<file path="src/rtl/voice_table_arbiter_pkg.sv">
// voice_arb_pkg: shared types and helpers for the voice-table arbiter.
// Holds the slot-owner and FSM state encodings and the voice-index width helper.
package voice_arb_pkg;

    typedef enum logic [1:0] {
        OWN_NONE,
        OWN_MIDI,
        OWN_SCAN
    } owner_e;

    typedef enum logic {
        ST_IDLE,
        ST_SCAN
    } state_e;

    // Width of a voice index; a single-voice table still needs one bit.
    function automatic int voiceWidth(input int numVoices);
        return (numVoices > 1) ? $clog2(numVoices) : 1;
    endfunction

endpackage

</file>
<file path="src/rtl/voice_table_arbiter_if.sv">
// voice_table_arbiter_if: MIDI request/grant/read-return bus plus the RAM port pins.
// The arbiter connects through the slave modport; the MIDI handler and the RAM
// model sit on the master side.
interface voice_table_arbiter_if #(
    parameter int ADDR_WIDTH = 8,
    parameter int DATA_WIDTH = 32
);
    logic                  midi_req;
    logic                  midi_we;
    logic [ADDR_WIDTH-1:0] midi_addr;
    logic [DATA_WIDTH-1:0] midi_wdata;
    logic                  midi_gnt;
    logic                  midi_rvalid;
    logic [DATA_WIDTH-1:0] midi_rdata;

    logic [ADDR_WIDTH-1:0] ram_addr;
    logic                  ram_we;
    logic [DATA_WIDTH-1:0] ram_din;
    logic [DATA_WIDTH-1:0] ram_dout;

    modport slave (
        input  midi_req, midi_we, midi_addr, midi_wdata, ram_dout,
        output midi_gnt, midi_rvalid, midi_rdata, ram_addr, ram_we, ram_din
    );

    modport master (
        output midi_req, midi_we, midi_addr, midi_wdata, ram_dout,
        input  midi_gnt, midi_rvalid, midi_rdata, ram_addr, ram_we, ram_din
    );
endinterface

</file>
<file path="src/rtl/voice_arb_tagpipe.sv">
// voice_arb_tagpipe: one-stage delay of the issue tag (owner, voice index, last flag)
// so that it lines up with ram_dout, which returns one cycle after the address.
module voice_arb_tagpipe
    import voice_arb_pkg::*;
#(
    parameter int VOICE_W = 4
) (
    input  logic               clk,
    input  logic               rst_n,
    input  owner_e             owner_i,
    input  logic [VOICE_W-1:0] voice_i,
    input  logic               last_i,
    output owner_e             owner_o,
    output logic [VOICE_W-1:0] voice_o,
    output logic               last_o
);

    owner_e             owner_q;
    logic [VOICE_W-1:0] voice_q;
    logic               last_q;

    // Delay the tag by one cycle; reset drops any in-flight tag.
    always_ff @(posedge clk or negedge rst_n) begin
        if (!rst_n) begin
            owner_q <= OWN_NONE;
            voice_q <= '0;
            last_q  <= 1'b0;
        end else begin
            owner_q <= owner_i;
            voice_q <= voice_i;
            last_q  <= last_i;
        end
    end

    assign owner_o = owner_q;
    assign voice_o = voice_q;
    assign last_o  = last_q;

endmodule

</file>
<file path="src/rtl/voice_table_arbiter.sv">
// voice_table_arbiter: shares one voice-parameter RAM port between the per-tick
// voice scanner (priority) and the MIDI note handler (bounded wait).
// Optional build macro VOICE_ARB_OVERRUN_EN adds a sticky overrun flag for
// sample ticks that arrive while a sweep is still running.
module voice_table_arbiter
    import voice_arb_pkg::*;
#(
    parameter int                    ADDR_WIDTH = 8,
    parameter int                    DATA_WIDTH = 32,
    parameter int                    NUM_VOICES = 16,
    parameter logic [ADDR_WIDTH-1:0] SCAN_BASE  = '0,
    parameter int                    MAX_WAIT   = 4
) (
    input  logic                                clk,
    input  logic                                rst_n,
    voice_table_arbiter_if.slave                bus,
    input  logic                                sample_tick_i,
    output logic                                scan_valid_o,
    output logic [voiceWidth(NUM_VOICES)-1:0]   scan_voice_o,
    output logic [DATA_WIDTH-1:0]               scan_data_o,
    output logic                                scan_done_o,
    output logic                                busy_o
`ifdef VOICE_ARB_OVERRUN_EN
    ,
    output logic                                overrun_o,
    input  logic                                overrun_clr_i
`endif
);

    localparam int              VW       = voiceWidth(NUM_VOICES);
    localparam int              WW       = $clog2(MAX_WAIT + 1);
    localparam logic [VW-1:0]   LAST_IDX = VW'(NUM_VOICES - 1);
    localparam logic [WW-1:0]   WAIT_MAX = WW'(MAX_WAIT);

    state_e                state_q, state_d;
    logic [VW-1:0]         idx_q, idx_d;
    logic [WW-1:0]         wait_q, wait_d;
    owner_e                owner;
    logic                  midiElig;

    logic [ADDR_WIDTH-1:0] ramAddr_q, ramAddr_d;
    logic                  ramWe_q, ramWe_d;
    logic [DATA_WIDTH-1:0] ramDin_q, ramDin_d;
    logic                  gnt_q, gnt_d;
    owner_e                issueOwner_q, issueOwner_d;
    logic [VW-1:0]         issueVoice_q, issueVoice_d;
    logic                  issueLast_q, issueLast_d;

    owner_e                tagOwner;
    logic [VW-1:0]         tagVoice;
    logic                  tagLast;

    // Slot decision and FSM next state: scanner wins unless MIDI has waited long enough.
    always_comb begin
        midiElig = bus.midi_req && !gnt_q;
        owner    = OWN_NONE;
        state_d  = state_q;
        idx_d    = idx_q;
        wait_d   = wait_q;
        unique case (state_q)
            ST_IDLE: begin
                wait_d = '0;
                if (midiElig) begin
                    owner = OWN_MIDI;
                end
                if (sample_tick_i) begin
                    state_d = ST_SCAN;
                    idx_d   = '0;
                end
            end
            ST_SCAN: begin
                if (midiElig && (wait_q == WAIT_MAX)) begin
                    owner  = OWN_MIDI;
                    wait_d = '0;
                end else begin
                    owner  = OWN_SCAN;
                    wait_d = midiElig ? wait_q + 1'b1 : '0;
                    if (idx_q == LAST_IDX) begin
                        state_d = ST_IDLE;
                        idx_d   = '0;
                    end else begin
                        idx_d = idx_q + 1'b1;
                    end
                end
            end
            default: begin
                state_d = ST_IDLE;
            end
        endcase
    end

    // RAM pin, grant and issue-tag next values for whichever requester owns the slot.
    always_comb begin
        ramAddr_d    = ramAddr_q;
        ramWe_d      = 1'b0;
        ramDin_d     = ramDin_q;
        gnt_d        = 1'b0;
        issueOwner_d = OWN_NONE;
        issueVoice_d = idx_q;
        issueLast_d  = 1'b0;
        unique case (owner)
            OWN_MIDI: begin
                ramAddr_d    = bus.midi_addr;
                ramWe_d      = bus.midi_we;
                ramDin_d     = bus.midi_wdata;
                gnt_d        = 1'b1;
                issueOwner_d = bus.midi_we ? OWN_NONE : OWN_MIDI;
            end
            OWN_SCAN: begin
                ramAddr_d    = SCAN_BASE + ADDR_WIDTH'(idx_q);
                issueOwner_d = OWN_SCAN;
                issueLast_d  = (idx_q == LAST_IDX);
            end
            default: begin
            end
        endcase
    end

    // State, counters, registered RAM pins and issue tag.
    always_ff @(posedge clk or negedge rst_n) begin
        if (!rst_n) begin
            state_q      <= ST_IDLE;
            idx_q        <= '0;
            wait_q       <= '0;
            ramAddr_q    <= '0;
            ramWe_q      <= 1'b0;
            ramDin_q     <= '0;
            gnt_q        <= 1'b0;
            issueOwner_q <= OWN_NONE;
            issueVoice_q <= '0;
            issueLast_q  <= 1'b0;
        end else begin
            state_q      <= state_d;
            idx_q        <= idx_d;
            wait_q       <= wait_d;
            ramAddr_q    <= ramAddr_d;
            ramWe_q      <= ramWe_d;
            ramDin_q     <= ramDin_d;
            gnt_q        <= gnt_d;
            issueOwner_q <= issueOwner_d;
            issueVoice_q <= issueVoice_d;
            issueLast_q  <= issueLast_d;
        end
    end

    voice_arb_tagpipe #(
        .VOICE_W (VW)
    ) u_tagpipe (
        .clk     (clk),
        .rst_n   (rst_n),
        .owner_i (issueOwner_q),
        .voice_i (issueVoice_q),
        .last_i  (issueLast_q),
        .owner_o (tagOwner),
        .voice_o (tagVoice),
        .last_o  (tagLast)
    );

    assign bus.ram_addr    = ramAddr_q;
    assign bus.ram_we      = ramWe_q;
    assign bus.ram_din     = ramDin_q;
    assign bus.midi_gnt    = gnt_q;
    assign bus.midi_rvalid = (tagOwner == OWN_MIDI);
    assign bus.midi_rdata  = bus.ram_dout;

    assign scan_valid_o = (tagOwner == OWN_SCAN);
    assign scan_voice_o = tagVoice;
    assign scan_data_o  = bus.ram_dout;
    assign scan_done_o  = scan_valid_o && tagLast;
    assign busy_o       = (state_q == ST_SCAN);

`ifdef VOICE_ARB_OVERRUN_EN
    logic overrun_q;

    // Sticky flag for ticks lost to a running sweep; a new loss beats a clear.
    always_ff @(posedge clk or negedge rst_n) begin
        if (!rst_n) begin
            overrun_q <= 1'b0;
        end else if (sample_tick_i && busy_o) begin
            overrun_q <= 1'b1;
        end else if (overrun_clr_i) begin
            overrun_q <= 1'b0;
        end
    end

    assign overrun_o = overrun_q;
`endif

endmodule

</file>
<file path="src/flat_wrapper.sv">
// flat-port wrapper written by rule: the top's interface ports become plain ports
module voice_table_arbiter_flat import voice_arb_pkg::*;
#(
    parameter int                    ADDR_WIDTH = 8,
    parameter int                    DATA_WIDTH = 32,
    parameter int                    NUM_VOICES = 16,
    parameter logic [ADDR_WIDTH-1:0] SCAN_BASE  = '0,
    parameter int                    MAX_WAIT   = 4
)
  (clk, rst_n, sample_tick_i, scan_valid_o, scan_voice_o, scan_data_o, scan_done_o, busy_o, bus_midi_req, bus_midi_we, bus_midi_addr, bus_midi_wdata, bus_ram_dout, bus_midi_gnt, bus_midi_rvalid, bus_midi_rdata, bus_ram_addr, bus_ram_we, bus_ram_din);
  voice_table_arbiter_if #(.ADDR_WIDTH(ADDR_WIDTH), .DATA_WIDTH(DATA_WIDTH)) bus_i ();
  input  logic clk;
  input  logic rst_n;
  input  logic sample_tick_i;
  output logic scan_valid_o;
  output logic [voiceWidth(NUM_VOICES)-1:0] scan_voice_o;
  output logic [DATA_WIDTH-1:0] scan_data_o;
  output logic scan_done_o;
  output logic busy_o;
  input wire logic [$bits(bus_i.midi_req)-1:0] bus_midi_req;
  input wire logic [$bits(bus_i.midi_we)-1:0] bus_midi_we;
  input wire logic [$bits(bus_i.midi_addr)-1:0] bus_midi_addr;
  input wire logic [$bits(bus_i.midi_wdata)-1:0] bus_midi_wdata;
  input wire logic [$bits(bus_i.ram_dout)-1:0] bus_ram_dout;
  output wire logic [$bits(bus_i.midi_gnt)-1:0] bus_midi_gnt;
  output wire logic [$bits(bus_i.midi_rvalid)-1:0] bus_midi_rvalid;
  output wire logic [$bits(bus_i.midi_rdata)-1:0] bus_midi_rdata;
  output wire logic [$bits(bus_i.ram_addr)-1:0] bus_ram_addr;
  output wire logic [$bits(bus_i.ram_we)-1:0] bus_ram_we;
  output wire logic [$bits(bus_i.ram_din)-1:0] bus_ram_din;
  assign bus_i.midi_req = bus_midi_req;
  assign bus_i.midi_we = bus_midi_we;
  assign bus_i.midi_addr = bus_midi_addr;
  assign bus_i.midi_wdata = bus_midi_wdata;
  assign bus_i.ram_dout = bus_ram_dout;
  assign bus_midi_gnt = bus_i.midi_gnt;
  assign bus_midi_rvalid = bus_i.midi_rvalid;
  assign bus_midi_rdata = bus_i.midi_rdata;
  assign bus_ram_addr = bus_i.ram_addr;
  assign bus_ram_we = bus_i.ram_we;
  assign bus_ram_din = bus_i.ram_din;
  voice_table_arbiter #(.ADDR_WIDTH(ADDR_WIDTH), .DATA_WIDTH(DATA_WIDTH), .NUM_VOICES(NUM_VOICES), .SCAN_BASE(SCAN_BASE), .MAX_WAIT(MAX_WAIT)) u_core (.clk(clk), .rst_n(rst_n), .bus(bus_i), .sample_tick_i(sample_tick_i), .scan_valid_o(scan_valid_o), .scan_voice_o(scan_voice_o), .scan_data_o(scan_data_o), .scan_done_o(scan_done_o), .busy_o(busy_o));
endmodule
</file>
<file path="config.mk">
export PLATFORM = sky130hd
export DESIGN_NAME = voice_table_arbiter_flat
export DESIGN_NICKNAME = d
export VERILOG_FILES = /design/src/rtl/voice_table_arbiter_pkg.sv /design/src/rtl/voice_table_arbiter_if.sv /design/src/rtl/voice_arb_tagpipe.sv /design/src/rtl/voice_table_arbiter.sv /design/src/flat_wrapper.sv
export SDC_FILE = /design/constraint.sdc
export NUM_CORES = 1
export LEC_CHECK = 0
export BUFFER_PORTS_ARGS = -buffer_cell sky130_fd_sc_hd__buf_4
export CAP_MARGIN = 20
export CORE_MARGIN = 3
export CORE_UTILIZATION = 39
export DETAILED_ROUTE_END_ITERATION = 6
export PLACE_DENSITY = 0.83
export SLEW_MARGIN = 25
export SYNTH_ARGS = -nofsm -noshare
export SYNTH_HDL_FRONTEND = slang
export SYNTH_SLANG_ARGS = --single-unit
</file>
<file path="constraint.sdc">
create_clock -name clk -period 2.5 [get_ports clk]
set_input_delay 0.5 -clock clk [delete_from_list [all_inputs] [get_ports clk]]
set_output_delay 0.5 -clock clk [all_outputs]
set_load 0.005 [all_outputs]
</file>
# Word-level counts from Yosys, hierarchy flattened
# Index checks and enable logic that the tools add are counted.
totals:
  reg_bits: 64
  output_inout_bits: 114
op_classes:
  add_sub_neg: 2
  n_eq_ne: 8
  n_mux: 20
  n_bitwise: 1
  n_reduce_logical: 6
ops:
  columns: ["operator", "count"]
  rows:
  - ["8-bit one-hot mux with 2 select lines", 1]
  - ["4-bit two-way mux", 3]
  - ["1-bit two-way mux", 8]
  - ["2-bit one-hot mux with 2 select lines", 2]
  - ["4-bit one-hot mux with 2 select lines", 1]
  - ["3-bit two-way mux", 2]
  - ["3-bit one-hot mux with 2 select lines", 1]
  - ["4-bit by 1-bit adder with 4-bit output, second input constant", 1]
  - ["2-bit by 1-bit equality test with 1-bit output, second input constant", 2]
  - ["2-bit equality test, second input constant", 2]
  - ["4-bit equality test, second input constant", 1]
  - ["2-bit != test, second input constant", 2]
  - ["3-bit by 1-bit adder with 3-bit output, second input constant", 1]
  - ["3-bit equality test, second input constant", 1]
  - ["1-bit logical AND", 3]
  - ["2-bit two-way mux", 1]
  - ["1-bit one-hot mux with 2 select lines", 1]
  - ["2-bit AND reduction", 1]
  - ["2-bit nonzero test", 1]
  - ["1-bit logical NOT", 1]
  - ["1-bit inverter", 1]

# Depth between registers and ports, before layout
# Gate-level depths: netlist of the first run.
logic_depth:
  depth_word: 7
  mapped_depth: 6
  depth_no_buf: 5

# Cells and area by module
# From an unflattened synthesis of the first run, not the netlist that was laid out.
hier_totals:
  hier_cells: 225
  hier_area_um2: 3022.9
by_module_without_submodules:
  columns: ["mod", "instances", "cells_per_inst", "area_each_um2", "seq_area_each_um2"]
  rows:
  - ["voice_table_arbiter", 1, 218, 2847.7, 1426.4]
  - ["voice_arb_tagpipe", 1, 7, 175.2, 175.2]

# Least setup slack after synthesis of the first run
# OpenSTA, ideal clock, no wires.
synth_path:
  kind: "reg-to-reg"
  from: "register u_core.wait_q[0]"
  to: "register u_core.ramDin_q[10], in the netlist u_core.bus.ram_din[10]"
  setup_time_ns: 0.125
  arrival_time_ns: 1.442
  required_time_ns: 2.375
  slack_ns: 0.934
  stages_incl_launch_ff: 7
  cell_sequence: "dfrtp_1 > inv_1 > ha_1 > nand2_1 > a21oi_4 > buf_6 > mux2_2"
synth_via:
  elab_chain_cells: 5
synth_rtl:
  columns: ["element", "line_no", "text"]
  rows:
  - ["from (decl)", "voice_table_arbiter.sv:37", "logic [WW-1:0] wait_q, wait_d;"]
  - ["from (signal assigned)", "voice_table_arbiter.sv:135", "wait_q <= wait_d;"]
  - ["3-bit equality test", "voice_table_arbiter.sv:72", "if (midiElig && (wait_q == WAIT_MAX)) begin"]
  - ["1-bit logical AND", "voice_table_arbiter.sv:72", null]
  - ["2-bit two-way mux", "voice_table_arbiter.sv:72", null]
  - ["2-bit one-hot mux with 2 select lines", "voice_table_arbiter.sv:60", "unique case (state_q)"]
  - ["2-bit by 1-bit equality test with 1-bit output", "voice_table_arbiter.sv:101", "unique case (owner)"]
  - ["to (signal assigned)", "voice_table_arbiter.sv:138", "ramDin_q <= ramDin_d;"]
  - ["to (decl)", "voice_table_arbiter.sv:43", "logic [DATA_WIDTH-1:0] ramDin_q, ramDin_d;"]
# Every way passes these cells.
# A chain may end at the register's enable or synchronous reset.

# Worst setup path after layout of the first run
layout_path:
  from: "register u_core.wait_q[1]"
  to: "register u_core.idx_q[2]"
layout_via:
  elab_chain_cells: 4
layout_rtl:
  columns: ["element", "line_no", "text"]
  rows:
  - ["3-bit equality test", "voice_table_arbiter.sv:72", null]
  - ["1-bit logical AND", "voice_table_arbiter.sv:72", null]
  - ["2-bit != test (no source line)", null, null]
  - ["2-bit AND reduction (no source line)", null, null]
  - ["to (signal assigned)", "voice_table_arbiter.sv:134", "idx_q <= idx_d;"]
  - ["to (decl)", "voice_table_arbiter.sv:36", "logic [VW-1:0] idx_q, idx_d;"]
# Every way passes these cells.

==> results of run 1 <==
-- routing by layer --
layer,vias up,wire length (um)
met2,93,2480
met1,800,2140
met4,0,114
met3,23,568
met5,-,0
li1,777,-
-- flip-flops by register name, indices dropped and copies added, names as in the netlist --
name	flops
u_core.bus.ram_din	32
u_core.bus.ram_addr	8
u_core.idx_q	4
u_core.issueVoice_q	4
u_core.u_tagpipe.voice_o	4
u_core.wait_q	3
u_core.issueOwner_q	2
u_core.u_tagpipe.owner_o	2
u_core.bus.midi_gnt	1
u_core.bus.ram_we	1
u_core.busy_o	1
u_core.issueLast_q	1
u_core.u_tagpipe.last_o	1
-- metrics by stage --
| stage | utilization, % | hold WS [ns] | area [um2] | total power, mW |
|---|---|---|---|---|
| after floorplan | - | 0.204 | 2910 | 2.39 |
| after global placement | 45.9 | 0.333 | 3220 | 3.00 |
| after detailed placement | 45.9 | 0.335 | 3220 | 3.06 |
| after CTS | 48.8 | 0.269 | 3430 | 3.96 |
| after global routing | 48.8 | 0.312 | 3430 | 4.17 |
| final | 48.8 | 0.252 | 3430 | 3.90 |
-- worst max-delay path, cell delays in order, from the launching register on --
cell      delay, ns
dfrtp_1        0.40
inv_1          0.08
ha_1           0.19
nand4b_1       0.40
and4b_1        0.37
or3_1          0.33
-- synthesized netlist by cell type --
| master | number |
|---|---|
| buf_4 | 65 |
| dfrtp_1 | 64 |
| mux2_2 | 32 |
| nand2_1 | 8 |
| nor2_1 | 6 |
| a221o_1 | 4 |
| a22o_1 | 4 |
| and3_1 | 4 |
| nor2b_1 | 4 |
| buf_2 | 3 |
| buf_6 | 3 |
| ha_1 | 3 |
| inv_1 | 3 |
| mux2i_1 | 3 |
| and2_1 | 2 |
| and4b_1 | 2 |
| nand2b_1 | 2 |
| nand3_1 | 2 |
| nand4b_1 | 2 |
| a21o_1 | 1 |
| a21oi_1 | 1 |
| a21oi_4 | 1 |
| a31o_2 | 1 |
| a32o_1 | 1 |
| nor3_1 | 1 |
| nor3b_1 | 1 |
| o22a_1 | 1 |
| o2bb2a_1 | 1 |
| or3_1 | 1 |
-- layout make-up --
type                       instances  area, um2  area share [%]
clock buffer                      12        165            4.82
timing repair buffer              95        726            21.2
clock inverter                     3       40.0            1.17
sequential                        64       1600            46.7
inverter                           3       11.3           0.329
multi-input combinational         88        763            22.3
tap                               96        120            3.50
-- kinds of logic after synthesis --
logic type,after synthesis,share of synthesized area (%)
AO/OA/AOI/OAI,15,4.85
adder cells (fa/ha/maj),3,1.29
multiplexers,35,13.4
buffers and inverters,74,18.8
flip-flops,64,55.0
AND/OR/NAND/NOR,35,6.66
-- placed cells by master, fill, tap and decap left out, drive strengths merged, types with 2 or more instances in the layout --
cell    count
nand2b      2
a22o        4
nand2       8
nor2        6
mux2i       3
nand3       2
a221o       4
a21oi       2
buf        95
and4b       2
clkbuf     12
and3        4
nand4b      2
clkinv      2
ha          3
and2        2
nor2b       4
inv         3
dfrtp      64
mux2       32
-- worst paths after layout --
kind / startpoint / endpoint / slack [ns] / depth (start not counted)
worst min-delay path: rst_n / u_core.bus.ram_din[14] / 0.25 / 1
worst max-delay path: u_core.wait_q[1] / u_core.idx_q[2] / 0.61 / 5
worst max register to register: u_core.wait_q[1] / u_core.idx_q[2] / 0.61 / 5
max in group asynchronous: rst_n / u_core.idx_q[2] / 1.74 / 1
min in group clk: bus_midi_we / u_core.issueOwner_q[0] / 0.34 / 2
worst min register to register: u_core.issueVoice_q[2] / u_core.u_tagpipe.voice_o[2] / 0.35 / 0
-- power by group through the flow --
stage	Clock [mW]	Sequential (mW)	Combinational [mW]
after floorplan	0	1.71	0.685
after global placement	0	1.72	1.27
after detailed placement	0	1.74	1.32
after CTS	0.924	1.72	1.32
after global routing	0.973	1.78	1.42
final	0.893	1.72	1.29
==> flow_summary.toml, run 1 <==
[layout]
diodes = 0
nNetsFinal = 341
final_layout_size_suffix_gt1_share_pct = 54.3
final_cells = 361
fillers = 619
syn_to_final_growth_pct = 17.7

[power_and_ir_drop]
net-switching-power_mw = 1.07
switching_share_pct = 27.4
peakVddDrop_mv = 0.398
leakage_nw = 1.70
pwr_density_cell_nw_per_um2 = 1140
power.share.combinational_pct = 33.0
pwr-share-clk_pct = 22.9
cell_internal_pwr_mw = 2.83
seqPwrFrac_pct = 44.1

[timing]
fin_crit_sh_pct = 75.6
drv_slew = 0
setup_violations = 0
rsz0062_at_grt = "false"
max_freq_mhz = 529
hold_viol_final = 0
finalClockSkew_ns = 0.00852
timing.slew.headroom_pct = 48.3
setup_ws_ns = 0.609
fin_crit_ns = 1.89
worstMarginPinSlew_ns = 0.776
totalNegativeSetupSlack_ns = 0

[worst_setup_path]
cp-start-kind = "flop"
path_max_fanout = 12
endpoint_kind = "flop"
crit_arrival_ns = 2.10
critPathKind = "reg2reg"
worstPathRequired_ns = 2.70

[synthesis]
avgSynthCellArea_um2 = 12.9
synth_area_leader_cell = "dfrtp_1"
postSynthCellCount = 226
ys_seq_area_share_pct = 55.0
synth_area_um2 = 2910
ys_types = 29
yosys.area.top_type_share_pct = 55.0
synth-seq-cells = 64
synth.top_cells.by_area = "dfrtp_1 (55%), buf_4 (17%), mux2_2 (12%)"
syn-num-nets = 306
yosys_warnings = 0

[placement]
post-dp-hpwl_um = 3790
dpl.cell_count = 346
dp_worst_setup_slack_ns = 0.655
io_buffer_count = 94
gp_congestion = 0.692

[cts]
cts_sinks = 64
clock_latency_ns = 0.33
cts_setup_buffers = 0
ctsHoldBuffers = 0
clock_path_buffers = 2
cts_htree_levels = 3
cts_buffers = 9
cts_tree = "yes"
cts.clk_slew.worst_paths_ns = 0.07
cts_root_buf = "clkbuf_8"
postCtsResizedCells = 0

[grt]
grt_pass1_wl_um = 8530
use_met2_pct = 20.2
overflow = 0
grt_max_degree = 65
track_usage_pct = 13.0
grtUsageMet1_pct = 14.5
grt_pass1_vias = 1790
antenna_found_initial = 0
use_met3_pct = 6.01
grt-busiest-layer = "met2"

[run_status]
status = "finished clean"

[hold_path]
hp-class = "in2async"

[drt]
via_per_inst = 4.69
first_pass_iters = 4
via_count = 1693
wire_per_inst_um = 14.7
routed_wl_um = 5300
drc = 0
ant_nets = 0
drt_iter0_drc = 64

[die]
pin_count = 191
start_util_pct = 41.5
die-area_um2 = 8540
rows = 30
die_w_um = 92.4
core_area_um2 = 7020
die_height_um = 92.4

[run]
cap_viol_max_count = 0
No activity file was read; power rests on OpenSTA's default activity.
==> inputs of run 2 (changes only) <==
- ABC_AREA: not set -> 1
- clock period: 2.5 -> 1.89 ns (I/O delays scaled with it)
==> run 2 against run 1 <==
Against the previous run: clock skew shrank 0.0025 ns; synthesized cell count grew 37%; critical path depth up 2; hold slack worse by 0.11 ns; via count grew 14%; routed wire length grew 5.0%; non-clock buffer count increased by 2; area after synthesis is 0.99% lower; register-to-register slack worse by 0.36 ns; critical path type unchanged.
==> flow_summary.toml, run 2 <==
[synthesis]
ys_types = 19
synth_ff_type = "dfrtp_1"
async_flop_share_pct = 100
yosys.area.top_type_share_pct = 55.5
synth.top_cells.by_area = "dfrtp_1 (56%), buf_4 (18%), nand2_1 (15%)"
syn-num-nets = 389
avgSynthCellArea_um2 = 9.33
synth-seq-cells = 64
ys_seq_area_share_pct = 55.5
yosys-top-cells-count = "nand2_1 (116), buf_4 (68), dfrtp_1 (64)"
yosys_warnings = 0
synth_area_leader_cell = "dfrtp_1"
synth-edff-count = 0
synth_area_um2 = 2880
postSynthCellCount = 309
yosysMostFrequentCell = "nand2_1"

[timing]
timing.slew.headroom_pct = 47.8
fin_crit_sh_pct = 86.8
drv_slew = 0
totalNegativeSetupSlack_ns = 0
rsz0062_at_grt = "false"
finalClockSkew_ns = 0.00606
worstMarginPinSlew_ns = 0.783
hold_slack_ns = 0.143
fin_crit_ns = 1.64
setup_violations = 0
hold_viol_final = 0
max_freq_mhz = 609

[cts]
ctsHoldBuffers = 0
clock_latency_ns = 0.32
cts_root_buf = "clkbuf_8"
cts_htree_levels = 3
cts_buffers = 9
cts_sinks = 64
cts_setup_buffers = 0
cts.clk_slew.worst_paths_ns = 0.06
clock_path_buffers = 2
postCtsResizedCells = 0
cts_tree = "yes"

[worst_setup_path]
cp.depth = 7
worstPathRequired_ns = 2.16
critPathKind = "reg2reg"
crit_family = "flip-flops"
ff2ff_setup_slack_ns = 0.25
cp_slowest_stage_delay_ns = 0.40
worstRegToRegCells = 7
path_cells = "inv_1 > ha_1 > nand2_1 > a21oi_4 > inv_2 > or2_1 > inv_1"
crit_arrival_ns = 1.91
endpoint_kind = "flop"
path_max_fanout = 33
crit_start = "u_core.wait_q[0]"
endpoint = "u_core.issueOwner_q[0]"
crit_buf_inv = 3
crit_top_cell = "inv_1"
slowest_stage = "dfrtp_1"
cp-start-kind = "flop"
reg2reg_to = "u_core.issueOwner_q[0]"
reg2reg_from = "u_core.wait_q[0]"

[die]
start_util_pct = 41.3
rows = 30
die_w_um = 92.0
pin_count = 191
die-area_um2 = 8460
core_area_um2 = 6980
die_height_um = 92.0

[layout]
nNetsFinal = 426
final_layout_size_suffix_gt1_share_pct = 33.0
largest_reg_flops = 32
mostFrequentLayoutCell = "nand2_1"
diodes = 0
syn_to_final_growth_pct = 18.4
mostFrequentLayoutCells = "nand2_1 (116), buf_4 (97), dfrtp_1 (64)"
final_cells = 447

[drt]
first_pass_iters = 4
drt_iter0_drc = 63
via_count = 1930
drc = 0
via_per_inst = 4.32
wire_per_inst_um = 12.5
ant_nets = 0
routed_wl_um = 5570

[power_and_ir_drop]
cell_internal_pwr_mw = 3.47
pwr-share-clk_pct = 22.9
switching_share_pct = 31.7
net-switching-power_mw = 1.61
peakVddDrop_mv = 0.590
leakage_nw = 1.88
seqPwrFrac_pct = 44.1
power.share.combinational_pct = 32.9
pwr_density_cell_nw_per_um2 = 1490

[grt]
grt_pass1_wl_um = 9250
antenna_found_initial = 0
overflow = 0
grt_max_degree = 65
track_usage_pct = 13.8
grt_pass1_vias = 1947

[hold_path]
hp-class = "in2async"

[run]
cap_viol_max_count = 0

[placement]
io_buffer_count = 94
gp_congestion = 0.809
post-dp-hpwl_um = 4100
dpl.cell_count = 431

[run_status]
status = "finished clean"
==> run 2: per-stage QoR <==
| stage | cell area [um2] | setup WS, ns | power, mW | util, % |
|---|---|---|---|---|
| floorplan | 2880 | 0.624 | 3.12 | - |
| global placement | 3210 | 0.324 | 3.89 | 45.9 |
| detailed placement | 3210 | 0.231 | 3.97 | 45.9 |
| CTS | 3410 | 0.212 | 5.16 | 48.9 |
| global route | 3410 | 0.0686 | 5.51 | 48.9 |
| finish | 3410 | 0.249 | 5.08 | 48.9 |
==> run 2: power groups by stage <==
stage	registers, mW	logic, mW	clock network [mW]
after global routing	2.32	1.92	1.26
after detailed placement	2.26	1.71	0
final	2.24	1.67	1.17
after floorplan	2.25	0.869	0
after CTS	2.25	1.71	1.20
after global placement	2.24	1.65	0
==> run 2: worst min-delay path by stage <==
stage,end,slack [ns]
3_5_place_dp,u_core.u_tagpipe.owner_o[1],0.33
6_report,u_core.bus.ram_addr[3],0.14
4_1_cts,u_core.bus.ram_addr[4],0.16
2_1_floorplan,u_core.bus.midi_gnt,0.08
5_1_grt,u_core.idx_q[2],0.20
3_3_place_gp,u_core.u_tagpipe.voice_o[2],0.33
==> run 2: area by class of cell <==
class | count | area [um2]
inverter | 19 | 71.3
sequential | 64 | 1600
tap | 96 | 120
clock buffer | 11 | 151
clock inverter | 5 | 55.1
timing repair buffer | 97 | 728
fill | 710 | 3570
multi-input combinational | 155 | 686
==> run 2: kinds of logic after synthesis <==
logic type,Yosys count,share of synthesized area [%]
buffers and inverters,90,20.7
XOR/XNOR,1,0.304
AND/OR/NAND/NOR,138,18.7
flip-flops,64,55.5
AO/OA/AOI/OAI,13,3.51
adder cells (fa/ha/maj),3,1.30
==> run 2: metal layers <==
metal / share of wire, % / track usage (%)
met1: 44 / 18.1
met5: 0 / 0
met2: 45 / 20.4
met4: 2.5 / 7.43
met3: 8.2 / 4.51
==> inputs of run 3 (changes only) <==
- ABC_AREA: 1 -> not set
- CORE_MARGIN: 3 -> 1.5
==> run 3 against run 2 <==
Against the previous run: clock power shrank 6%; flip-flop and latch count did not move; clock-buffer cell count unchanged; sequential share of layout area decreased by 0.56 points; critical path type unchanged; largest cell class unchanged; largest power group unchanged.
==> flow_summary.toml, run 3 (same netlist as run 1, synthesis figures left out) <==
[timing]
rsz0062_at_grt = "false"
totalNegativeSetupSlack_ns = 0
worstMarginPinSlew_ns = 0.788
finalClockSkew_ns = 0.00396
setup_violations = 0
hold_viol_final = 0
max_freq_mhz = 576
fin_crit_sh_pct = 91.9
timing.slew.headroom_pct = 47.5
fin_crit_ns = 1.74
drv_slew = 0

[layout]
regArea_um2 = 1600
fin_util_pct = 47.6
multi_input_area_um2 = 763
fillers = 634
nNetsFinal = 345
diodes = 0
mostFrequentLayoutCells = "buf_4 (97), dfrtp_1 (64), mux2_2 (32)"
syn_to_final_growth_pct = 18.6
final_layout_size_suffix_gt1_share_pct = 54.6
mostFrequentLayoutCell = "buf_4"
largest_reg_flops = 32

[die]
pin_count = 191
die-area_um2 = 8000
core_area_um2 = 7250
die_height_um = 89.4
rows = 31
start_util_pct = 40.2
die_w_um = 89.4

[cts]
cts.clk_slew.worst_paths_ns = 0.06
ctsHoldBuffers = 0
cts_root_buf = "clkbuf_8"
clock_latency_ns = 0.32
cts_buffers = 9
clock_path_buffers = 2
cts_setup_buffers = 0
cts_htree_levels = 3
postCtsResizedCells = 0
cts_tree = "yes"
cts_sinks = 64

[drt]
routed_wl_um = 5220
first_pass_iters = 4
via_per_inst = 4.63
ant_nets = 0
wire_per_inst_um = 14.2
drc = 0
drt_iter0_drc = 26
via_count = 1702

[placement]
gp_congestion = 0.721
io_buffer_count = 94
post-dp-hpwl_um = 3790

[worst_setup_path]
ff2ff_setup_slack_ns = 0.15
cp-start-kind = "flop"
worstPathRequired_ns = 2.10
crit_start = "u_core.wait_q[0]"
reg2reg_to = "u_core.bus.ram_din[16]"
worstRegToRegCells = 6
endpoint_kind = "flop"
crit_arrival_ns = 1.94
critPathKind = "reg2reg"
reg2reg_from = "u_core.wait_q[0]"
path_max_fanout = 23

[power_and_ir_drop]
pwr_density_cell_nw_per_um2 = 1480
peakVddDrop_mv = 0.444
leakage_nw = 1.72

[grt]
grt_pass1_wl_um = 7520
overflow = 0
antenna_found_initial = 0
track_usage_pct = 12.7
grt_max_degree = 65
grt_pass1_vias = 1608

[run]
cap_viol_max_count = 0

[run_status]
status = "finished clean"

[hold_path]
hp-class = "in2async"
## run 3: changes by cell type in the layout (fill, tap and decap cells not counted), sizes merged, moves of 7 or more
cell and delta:
nand2 -109, mux2 +32, nor2 -7, inv -16
## run 3: final cells by class
class	instances	share of cell area [%]
sequential	64	46.4
timing repair buffer	99	22.2
multi-input combinational	88	22.1
clock buffer	11	4.09
tap	99	3.59
clock inverter	4	1.30
inverter	3	0.326
## run 3: power by group
group          internal, mW  switching (mW)
clock                 0.631           0.471
sequential             1.93           0.316
combinational          1.13           0.617
## run 3: worst max path at each step
stage                        endpoint  cells past startpoint
2_1_floorplan  u_core.bus.ram_din[10]                      6
3_5_place_dp   u_core.bus.ram_din[21]                      6
5_1_grt        u_core.bus.ram_din[28]                      6
4_1_cts        u_core.bus.ram_din[30]                      6
3_3_place_gp   u_core.bus.ram_din[15]                      6
6_report       u_core.bus.ram_din[16]                      6
## run 3: worst max-delay path: stages, from the launching register on
cell	delay, ns
dfrtp_1	0.40
inv_1	0.07
ha_1	0.19
nand2_1	0.12
a21oi_4	0.28
buf_12	0.21
mux2_2	0.35
## run 3: per-layer routing
layer / wire [um] / share of wire [%] / GRT usage (%)
met2: 2350 / 45 / 19.3
met1: 2210 / 42 / 15.4
met4: 76 / 1.5 / 6.29
met3: 581 / 11 / 5.36
met5: 0 / 0 / 0
## run 3: through the flow
step	total power [mW]	cells	hold WS (ns)	worst slack, ns	instance area, um2
2_1_floorplan	3.17	226	0.0824	0.324	2910
3_3_place_gp	3.97	353	0.336	0.238	3270
3_5_place_dp	4.06	353	0.336	0.147	3270
4_1_cts	5.20	368	0.152	0.142	3450
5_1_grt	5.49	368	0.183	0.0470	3450
6_report	5.10	368	0.132	0.153	3450
